[src/rtl/qlearn_pkg.sv]
// Shared constants, FSM state type and board helpers for the Q-learning
// action selector.
package qlearn_pkg;

    localparam int Q_W     = 16;
    localparam int STATE_W = 18;
    localparam int ACT_W   = 4;
    localparam int NUM_ACT = 9;

    localparam logic [1:0] CELL_EMPTY = 2'b00;

    typedef enum logic [2:0] {
        IDLE,
        SCAN,
        DECIDE,
        EXPLORE,
        HOLD
    } sel_state_t;

    // Bit k is set when cell k (1..NUM_ACT) of the board is empty.
    function automatic logic [NUM_ACT:1] empty_cells(input logic [STATE_W-1:0] board);
        logic [NUM_ACT:1] mask;
        mask = '0;
        for (int k = 1; k <= NUM_ACT; k++) begin
            mask[k] = (board[2*k-1 -: 2] == CELL_EMPTY);
        end
        return mask;
    endfunction

endpackage

[src/rtl/action_selector_lfsr16.sv]
// Free-running 16-bit Galois LFSR, polynomial x^16+x^14+x^13+x^11+1,
// used as the exploration random source.
module lfsr16 (
    input  logic        clock,
    input  logic        reset_n,
    input  logic [15:0] seed,
    output logic [15:0] value
);

    localparam logic [15:0] TAPS = 16'hB400;

    always_ff @(posedge clock or negedge reset_n) begin
        if (!reset_n) begin
            value <= seed;
        end else begin
            value <= {1'b0, value[15:1]} ^ (value[0] ? TAPS : 16'h0000);
        end
    end

endmodule

[src/rtl/action_selector.sv]
// Epsilon-greedy action selector: scans the nine Q tables for the latched
// board, keeps the greatest legal Q value, then either picks it or explores.
module action_selector
    import qlearn_pkg::*;
#(
    parameter logic [15:0] LFSR_SEED = 16'hACE1
) (
    input  logic               clock,
    input  logic               reset_n,
    input  logic               start_valid,
    output logic               start_ready,
    input  logic [STATE_W-1:0] state,
    input  logic [Q_W-1:0]     epsilon,
    output logic               q_rd_en,
    output logic [STATE_W-1:0] q_rd_addr,
    output logic [ACT_W-1:0]   q_rd_sel,
    input  logic [Q_W-1:0]     q_rd_data,
    output logic               act_valid,
    input  logic               act_ready,
    output logic [ACT_W-1:0]   action,
    output logic [Q_W-1:0]     q_best,
    output logic               explored,
    output logic               no_move
);

    localparam logic [ACT_W-1:0] LAST_ACT = ACT_W'(NUM_ACT);

    sel_state_t         fsm_q, fsm_d;
    logic [Q_W-1:0]     eps_q, eps_d;
    logic [NUM_ACT:1]   legal_q, legal_d;
    logic               pend_q, pend_d;
    logic [ACT_W-1:0]   pend_sel_q, pend_sel_d;
    logic               found_q, found_d;
    logic [Q_W-1:0]     best_val_q, best_val_d;
    logic [ACT_W-1:0]   best_idx_q, best_idx_d;
    logic [ACT_W-1:0]   cand_q, cand_d;
    logic               rd_en_d;
    logic [STATE_W-1:0] rd_addr_d;
    logic [ACT_W-1:0]   rd_sel_d;
    logic               act_valid_d;
    logic [ACT_W-1:0]   action_d;
    logic [Q_W-1:0]     q_best_d;
    logic               explored_d;
    logic               no_move_d;
    logic [ACT_W-1:0]   explore_r;
    logic [15:0]        lfsr_value;

    lfsr16 u_lfsr (
        .clock   (clock),
        .reset_n (reset_n),
        .seed    (LFSR_SEED),
        .value   (lfsr_value)
    );

    // Read data lags the strobe by one cycle, so pend/pend_sel remember
    // which table the current q_rd_data belongs to.
    always_comb begin
        fsm_d       = fsm_q;
        eps_d       = eps_q;
        legal_d     = legal_q;
        pend_d      = q_rd_en;
        pend_sel_d  = q_rd_sel;
        found_d     = found_q;
        best_val_d  = best_val_q;
        best_idx_d  = best_idx_q;
        cand_d      = cand_q;
        rd_en_d     = q_rd_en;
        rd_addr_d   = q_rd_addr;
        rd_sel_d    = q_rd_sel;
        act_valid_d = act_valid;
        action_d    = action;
        q_best_d    = q_best;
        explored_d  = explored;
        no_move_d   = no_move;

        explore_r = lfsr_value[ACT_W-1:0];
        if (explore_r >= LAST_ACT) begin
            explore_r = explore_r - LAST_ACT;
        end

        case (fsm_q)
            IDLE: begin
                if (start_valid && start_ready) begin
                    rd_addr_d   = state;
                    eps_d       = epsilon;
                    legal_d     = empty_cells(state);
                    found_d     = 1'b0;
                    best_val_d  = '0;
                    best_idx_d  = '0;
                    rd_en_d     = 1'b1;
                    rd_sel_d    = 4'd1;
                    action_d    = '0;
                    q_best_d    = '0;
                    explored_d  = 1'b0;
                    no_move_d   = 1'b0;
                    fsm_d       = SCAN;
                end
            end
            SCAN: begin
                if (q_rd_en) begin
                    if (q_rd_sel == LAST_ACT) begin
                        rd_en_d  = 1'b0;
                        rd_sel_d = '0;
                    end else begin
                        rd_sel_d = q_rd_sel + 4'd1;
                    end
                end
                // Strict compare keeps the lowest index on ties.
                if (pend_q) begin
                    if (legal_q[pend_sel_q] &&
                        (!found_q || ($signed(q_rd_data) > $signed(best_val_q)))) begin
                        found_d    = 1'b1;
                        best_val_d = q_rd_data;
                        best_idx_d = pend_sel_q;
                    end
                    if (pend_sel_q == LAST_ACT) begin
                        fsm_d = DECIDE;
                    end
                end
            end
            DECIDE: begin
                if (!found_q) begin
                    no_move_d   = 1'b1;
                    action_d    = '0;
                    q_best_d    = '0;
                    explored_d  = 1'b0;
                    act_valid_d = 1'b1;
                    fsm_d       = HOLD;
                end else begin
                    q_best_d = best_val_q;
                    if (lfsr_value < eps_q) begin
                        cand_d = explore_r + 4'd1;
                        fsm_d  = EXPLORE;
                    end else begin
                        action_d    = best_idx_q;
                        act_valid_d = 1'b1;
                        fsm_d       = HOLD;
                    end
                end
            end
            EXPLORE: begin
                if (legal_q[cand_q]) begin
                    action_d    = cand_q;
                    explored_d  = 1'b1;
                    act_valid_d = 1'b1;
                    fsm_d       = HOLD;
                end else begin
                    cand_d = (cand_q == LAST_ACT) ? 4'd1 : cand_q + 4'd1;
                end
            end
            HOLD: begin
                if (act_ready) begin
                    act_valid_d = 1'b0;
                    fsm_d       = IDLE;
                end
            end
            default: begin
                fsm_d = IDLE;
            end
        endcase
    end

    always_ff @(posedge clock or negedge reset_n) begin
        if (!reset_n) begin
            fsm_q       <= IDLE;
            eps_q       <= '0;
            legal_q     <= '0;
            pend_q      <= 1'b0;
            pend_sel_q  <= '0;
            found_q     <= 1'b0;
            best_val_q  <= '0;
            best_idx_q  <= '0;
            cand_q      <= '0;
            start_ready <= 1'b1;
            q_rd_en     <= 1'b0;
            q_rd_addr   <= '0;
            q_rd_sel    <= '0;
            act_valid   <= 1'b0;
            action      <= '0;
            q_best      <= '0;
            explored    <= 1'b0;
            no_move     <= 1'b0;
        end else begin
            fsm_q       <= fsm_d;
            eps_q       <= eps_d;
            legal_q     <= legal_d;
            pend_q      <= pend_d;
            pend_sel_q  <= pend_sel_d;
            found_q     <= found_d;
            best_val_q  <= best_val_d;
            best_idx_q  <= best_idx_d;
            cand_q      <= cand_d;
            start_ready <= (fsm_d == IDLE);
            q_rd_en     <= rd_en_d;
            q_rd_addr   <= rd_addr_d;
            q_rd_sel    <= rd_sel_d;
            act_valid   <= act_valid_d;
            action      <= action_d;
            q_best      <= q_best_d;
            explored    <= explored_d;
            no_move     <= no_move_d;
        end
    end

endmodule

[config.mk]
export PLATFORM = sky130hd
export DESIGN_NAME = action_selector
export DESIGN_NICKNAME = d
export VERILOG_FILES = /design/src/rtl/qlearn_pkg.sv /design/src/rtl/action_selector_lfsr16.sv /design/src/rtl/action_selector.sv
export SDC_FILE = /design/constraint.sdc
export NUM_CORES = 1
export LEC_CHECK = 0
export ABC_AREA = 0
export BUFFER_PORTS_ARGS = -buffer_cell sky130_fd_sc_hd__buf_2
export CAP_MARGIN = 0
export CORE_MARGIN = 4
export CORE_UTILIZATION = 51
export CTS_BUF_LIST = sky130_fd_sc_hd__clkbuf_16
export DETAILED_ROUTE_END_ITERATION = 10
export PLACE_DENSITY_LB_ADDON = 0.1
export SYNTH_ARGS = -nofsm -noshare
export SYNTH_HDL_FRONTEND = slang
export SYNTH_SLANG_ARGS = --single-unit
[constraint.sdc]
create_clock -name clock -period 2.45 [get_ports clock]
set_clock_uncertainty 0.2 [all_clocks]
set_input_delay 0.1225 -clock clock [delete_from_list [all_inputs] [get_ports clock]]
set_output_delay 0.1225 -clock clock [all_outputs]
set_load 0.03 [all_outputs]
== After elaboration in Yosys (flattened, before gate mapping) ==
Index checks and enable logic that the tools add are counted.
Storage, ports and cells
  flip-flop bits (word level): 121
  bits in latches: 0
  memory bits (writable): 0
  bits in read-only memories: 0
  output and inout bits: 47
  word-level logic and storage cells: 131
  memories kept: 0
Operators by class
  $add $sub $neg: 4
  multipliers: 0
  div/mod/pow operators: 0
  magnitude comparators: 5
  equal/unequal tests: 18
  shift operators: 0
  muxes and demuxes: 54
  bitwise operators: 1
  reductions and logical operators: 30
Operators by type and width (count)
  16-bit 2-to-1 mux: 5
  16-bit one-hot mux with 2 select lines: 2
  4-bit 2-to-1 mux: 14
  4-bit one-hot mux with 2 select lines: 3
  3-bit 2-to-1 mux: 7
  2-bit inequality test (second input constant): 10
  4-bit AND reduction: 5
  2-bit zero test: 9
  16-bit > comparator: 1
  16-bit less-than comparator: 1
  15-bit by 16-bit bitwise XOR with 16-bit output: 1
  3-bit one-hot mux with 5 select lines: 1
  1-bit 2-to-1 mux: 14
  4-bit by 1-bit adder with 4-bit output (second input constant): 3
  4-bit == test (second input constant): 3
  4-bit one-hot mux with 3 select lines: 1
  4-bit by 5-bit less-than comparator with 1-bit output (second input constant): 2
  1-bit binary-select mux with 4-bit select: 2
  3-bit by 2-bit == test with 1-bit output (second input constant): 2
  3-bit zero test: 2
  1-bit one-hot mux with 2 select lines: 3
  1-bit one-hot mux with 3 select lines: 2
  2-bit AND reduction: 3
  3-bit AND reduction: 2
  other kinds (10): 14

== Depth between registers and ports, before layout ==
Gate-level depths: netlist of the first run.
  depth in word-level cells: 6
  mapped depth: 11
  mapped depth without buffers: 10

== Worst setup path before layout of the first run ==
OpenSTA, ideal clock, no wires.
  path type: register to register
  start point: register best_val_q[13]
  end point: register best_val_q[10]
  arrival time: 2.129 ns
  required time: 2.125 ns
  slack: -0.005 ns
  cell stages (with the launch flop): 10
  buffers on the path: 1
  clock period less this slack: 2.455 ns
  cells stage by stage: dfrtp_1 -> inv_1 -> ha_1 -> nand4_1 -> nor4_1 -> nand2_1 -> a31o_2 -> a22oi_2 -> buf_6 -> mux2_4
Between the ends
  longest elaborated chain between the ends: 5
RTL lines
  from (decl): line action_selector.sv:34  | logic [Q_W-1:0] best_val_q, best_val_d;
  from (signal assigned): line action_selector.sv:190  | best_val_q <= best_val_d;
  16-bit > comparator: line action_selector.sv:111  | (!found_q || ($signed(q_rd_data) > $signed(best_val_q)))) begin
  1-bit logical OR: line action_selector.sv:111
  1-bit logical AND: line action_selector.sv:110  | if (legal_q[pend_sel_q] &&
  2-bit inequality test (no source line)
  4-bit AND reduction (no source line)
Every way passes these cells.
A chain may end at the register's enable or synchronous reset.

== Worst setup path after layout of the first run ==
  start point: register best_val_q[11]
  end point: register best_val_q[14]
Same word-level chain as after synthesis.

==> results of run 1 <==
==> path summary, 6_finish.rpt <==
path | slack (ps) | to | cells past startpoint
max | -110 | best_val_q[14] | 9
min | 7 | u_lfsr.value[14] | 2
max reg2reg | -110 | best_val_q[14] | 9
min reg2reg | 170 | u_lfsr.value[6] | 0
max in group asynchronous | 1280 | u_lfsr.value[0] | 3
min in group clock | 170 | u_lfsr.value[6] | 0
==> final cells by class <==
class | instances | area share
multi-input combinational | 380 | 0.347
clock buffer | 17 | 0.0509
tap | 140 | 0.0210
sequential | 121 | 0.364
inverter | 43 | 0.0193
clock inverter | 15 | 0.0243
timing repair buffer | 199 | 0.174
==> cells by family after synthesis <==
logic type,Yosys count,share of synthesized area
and+or+nand+nor,188,0.143
xor gates and xnor gates,5,0.00743
muxes,32,0.0705
AOI/OAI and AO/OA,119,0.142
DFF,121,0.515
buffers and inverters,67,0.0461
adders and majority gates,36,0.0764
==> worst max-delay path: cells and delay by family, from the launching register on <==
family	cells	cell delay [ps]
adders and majority gates	1	210
muxes	1	310
AOI/OAI and AO/OA	4	720
and+or+nand+nor	1	320
DFF	1	390
buffers and inverters	2	290
==> stage by stage <==
stage | setup TNS, ps | hold WS, ps | setup slack (ps)
3_5_place_dp | -2470 | -98.7 | -138
2_1_floorplan | -18.4 | -373 | -1.84
6_report | -1660 | 7.47 | -106
4_1_cts | -1050 | 6.01 | -65.7
5_1_grt | -4020 | 41.9 | -201
3_3_place_gp | -1070 | -106 | -81.7
==> per-layer routing <==
| metal | vias up | share of wire |
|---|---|---|
| met5 | - | 0 |
| li1 | 2374 | - |
| met1 | 2430 | 0.46 |
| met4 | 0 | 0.0071 |
| met2 | 126 | 0.48 |
| met3 | 12 | 0.049 |
==> report_power, final <==
part / internal (uW) / switching [uW] / leakage, uW / total, uW
Sequential: 2770 / 511 / 0.00153 / 3280
Clock: 1700 / 936 / 0.000293 / 2640
Combinational: 2060 / 2520 / 0.00239 / 4580
Total: 6540 / 3970 / 0.00421 / 10500
==> sequential cells by signal, indices dropped and copies added, names as in the netlist, 3 cells and up <==
signal        cells
q_best           16
q_rd_sel          4
u_lfsr.value     16
cand_q            4
legal_q           9
eps_q            16
best_idx_q        4
fsm_q             3
best_val_q       16
q_rd_addr        18
pend_sel_q        4
action            4
==> Yosys cell counts (all sizes together) (3+ instances only) <==
master,n,area share
xor2,5,0.0074
clkbuf,19,0.012
nand2b,7,0.0074
inv,43,0.027
a221o,3,0.0051
nor4,3,0.0042
and2,3,0.0032
nor3b,3,0.0047
nor2,29,0.018
nor2b,4,0.0042
dfrtp,112,0.48
mux2i,7,0.012
nor3,5,0.0042
a211o,3,0.0045
dfstp,9,0.040
or3,3,0.0032
o21ai,36,0.031
ha,36,0.076
mux2,24,0.055
a31oi,4,0.0042
a211oi,4,0.0059
nand4,6,0.0064
nand2,114,0.073
a22o,20,0.030
buf,5,0.0066
a21oi,15,0.013
o31ai,11,0.014
==> timing repair <==
| item | CTS | global route |
|---|---|---|
| hold buffers | 58 | 0 |
| hold endpoints to repair | 179 | 0 |
| endpoints found under the setup margin | 29 | 36 |
| gates resized for setup | 30 | 31 |
| setup buffers | 5 | 3 |
| pin swaps | 13 | 12 |
| cloned | 0 | 0 |
==> metrics, run 1 <==
worst-margin pin slew 631 ps; met1 Usage GRT 0.306; total power 10,500 uW; synthesized area per cell 10.4 um2; DR iter-0 viols 335; Rel. slew slack 0.576; # rows 38; FMAX 0.391 GHz; Yosys reg bits 121; vias per cell 5.40; WS Path Type flip-flop to flip-flop; asr flop ratio synth 1.00; Worst path slowest cell dfrtp_1; Max-cap violations 0; GR Util met2 0.385; Num CTS Buffers 17; Final Setup Violations 20; Starting Density 0.532; Non-Filler Instances 915; Max VDD drop 830 uV; Crit. End Element flip-flop; Residual DRC 0; WP data arrival 2650 ps; gpl congestion 0.866; final hold vios 0; maximum root-to-sink buffer count 2; vias in the first global route 5,023; DRT Wirelength 14.7 mm; largest net degree at the start of global routing 54; failing checks negative setup slack; Final #Nets 852; layout cell share with drive strength beyond 1 0.338; Initial DRT Pass Iterations 5; CTS clock-pin slew for the worst setup and hold paths 60 ps; commonest non-fill, non-tap cell in the layout dfrtp_1; worst min path class primary input to asynchronous set/reset pin; gr busiest metal met2; leakage power figure 0.00421 uW; hpwl dp 9.65 mm; Die X-Extent 116 um; number of enable flip-flop cells after synthesis 0; area of the die 13,300 um2; diode count 0; Buffers on Ports 100; routed wire length per instance 16.0 um; P per Cell Area 1260 nW/um2; Cell Area, Synth 5900 um2; Ys Warns 0; post-synth cell types 64; setup ws final -106 ps; CP Data Required Time 2540 ps; antenna violations before repair 0; Top FF cell, synth dfrtp_1; total gr overflow 0; Vert. Die Dim 116 um; ANT nets after route 0; latest clock arrival within the worst-skew pair 410 ps; CTS tree built; final instance area 8360 um2; M3 GR Usage 0.0533; DR vias 4,942; Max stage delay on crit path 390 ps; core region area 11,100 um2; most frequent cells in the layout dfrtp_1 (111), nand2_1 (110), buf_2 (99); CTS H-tree lvls 4; Seq/Total Area, Yosys 0.515; Crit Path Max Fanout 7; area of the multi-input gates 2900 um2; final core utilization 0.754; synthesized instance count 568; worst path cell trace inv_2 > ha_4 > a21oi_2 > o22ai_2 > or3_1 > a31o_2 > a22oi_2 > buf_6 > mux2_4; area delta synth->final 41.7%; Final Max Slew Viols 0; sequential cell area 3040 um2; critical path launch point type flip-flop; first-pass GRT wire length 24.4 mm; GRT Total Usage 0.231; RR Startpoint best_val_q[11]; RSZ-0062 raised after global routing true; Tcrit/Tclk final 1.04; dpl cells 817; Sink Count 121; clock period minus worst slack 2560 ps; area post-placement 6770 um2; outcome complete, but fails checks; # IOs 101; root buf cell clkbuf_16; worst setup path startpoint best_val_q[11]; fillcell total 718; Mapped Nets 658
No activity file was read; power rests on OpenSTA's default activity.
==> run 2: changes to the inputs <==
- CORE_MARGIN: 4 -> not set
- CTS_CLUSTER_SIZE: not set -> 40
==> metrics, run 2 (same netlist as run 1, synthesis figures left out) <==
Worst R2R Path Depth 10; Die X-Extent 110 um; critical path launch point type flip-flop; P per Cell Area 1250 nW/um2; Final #Nets 858; DR iter-0 viols 282; ANT nets after route 0; Num CTS Buffers 17; RSZ-0062 raised after global routing true; worst path cell trace inv_2 > ha_4 > nand4_1 > nor3_2 > nor3_1 > a221o_1 > a22oi_2 > buf_6 > buf_8 > mux2_4; most frequent cells in the layout dfrtp_1 (111), nand2_1 (109), buf_2 (99); commonest non-fill, non-tap cell in the layout dfrtp_1; Tcrit/Tclk final 1.09; Buffers on Ports 100; area of the die 12,000 um2; layout cell share with drive strength beyond 1 0.332; failing checks negative setup slack; Sink Count 121; fillcell total 736; Non-Filler Instances 921; routed wire length per instance 16.1 um; Final Max Slew Viols 0; max FFs per register 18; FF-to-FF End best_val_q[3]; CTS clock-pin slew for the worst setup and hold paths 50 ps; root buf cell clkbuf_16; leakage power figure 0.00426 uW; total power 10,400 uW; WP data arrival 2760 ps; # rows 38; gpl congestion 0.809; Rel. slew slack 0.584; WS Path Type flip-flop to flip-flop; outcome complete, but fails checks; final core utilization 0.757; GRT Total Usage 0.264; area delta synth->final 41.6%; DRT Wirelength 14.9 mm; clock period minus worst slack 2660 ps; largest net degree at the start of global routing 52; hpwl dp 9.33 mm; Top reg by flops q_rd_addr; CP Data Required Time 2550 ps; CTS H-tree lvls 4; first-pass GRT wire length 23.8 mm; FMAX 0.376 GHz; vias in the first global route 5,019; setup ws final -211 ps; CTS tree built; Max-cap violations 0; Final Setup Violations 21; Max stage delay on crit path 370 ps; latest clock arrival within the worst-skew pair 420 ps; Worst path slowest cell dfrtp_1; total gr overflow 0; worst-margin pin slew 620 ps; diode count 0; Vert. Die Dim 110 um; worst setup path startpoint best_val_q[10]; crit path to best_val_q[3]; Initial DRT Pass Iterations 4; RR Startpoint best_val_q[10]; Crit. End Element flip-flop; vias per cell 5.32; dpl cells 816; # IOs 101; Crit Path Max Fanout 5; antenna violations before repair 0; Residual DRC 0; maximum root-to-sink buffer count 2; final hold vios 0; worst min path class primary input to asynchronous set/reset pin; Starting Density 0.534; core region area 11,000 um2; Max VDD drop 949 uV; reg2reg setup slack -210 ps; DR vias 4,896
## run 2: routing by layer
metal | vias up | track usage | routed length [um]
met3 | 33 | 0.0747 | 627
li1 | 2379 | - | -
met5 | - | 0 | 0
met2 | 116 | 0.430 | 7190
met4 | 0 | 0.112 | 391
met1 | 2368 | 0.330 | 6650
## run 2: worst min path at each step
stage,startpoint,to,slack [ps]
floorplan,reset_n,act_valid,-370
global placement,reset_n,eps_q[7],-110
detailed placement,reset_n,eps_q[7],-110
CTS,reset_n,eps_q[7],40
global route,reset_n,eps_q[7],70
finish,reset_n,eps_q[7],50
## run 2: worst max-delay path: cells and delay by family (launching register included)
| family | cells | cell delay (ps) |
|---|---|---|
| compound gates | 2 | 540 |
| fa+ha+maj | 1 | 260 |
| buf+inv | 3 | 370 |
| flops | 1 | 370 |
| mux | 1 | 310 |
| simple gates | 3 | 490 |
## run 2: layout make-up
| class | instances | area (um2) | area share |
|---|---|---|---|
| Clock buffer | 17 | 425 | 0.0510 |
| Clock inverter | 15 | 184 | 0.0220 |
| Inverter | 43 | 161 | 0.0193 |
| Multi-Input combinational cell | 380 | 2820 | 0.338 |
| Sequential cell | 121 | 3040 | 0.364 |
| Tap cell | 140 | 175 | 0.0210 |
| Timing Repair Buffer | 205 | 1540 | 0.184 |
## run 2: through the flow
step | TNS (ps) | setup slack, ps | cell area, um2 | hold WS, ps
2_1_floorplan | -18.4 | -1.84 | 5920 | -373
3_3_place_gp | -1070 | -85.2 | 6770 | -115
3_5_place_dp | -3440 | -188 | 6770 | -111
4_1_cts | -1400 | -96.3 | 8240 | 41.8
5_1_grt | -5600 | -297 | 8350 | 71.9
6_report | -3600 | -211 | 8350 | 46.1
## run 2: where the power goes
part | total, uW | switching (uW) | internal (uW)
sequential | 3270 | 498 | 2770
clock | 2560 | 880 | 1680
combinational | 4600 | 2530 | 2070
total | 10400 | 3910 | 6530
## run 2: repair_timing
action | CTS | global route
hold endpoints to repair | 175 | 0
buffers inserted | 9 | 3
resized for setup | 33 | 27
endpoints found under the setup margin | 27 | 36
hold buffers | 60 | 0
cloned | 2 | 0
pin swaps | 12 | 10
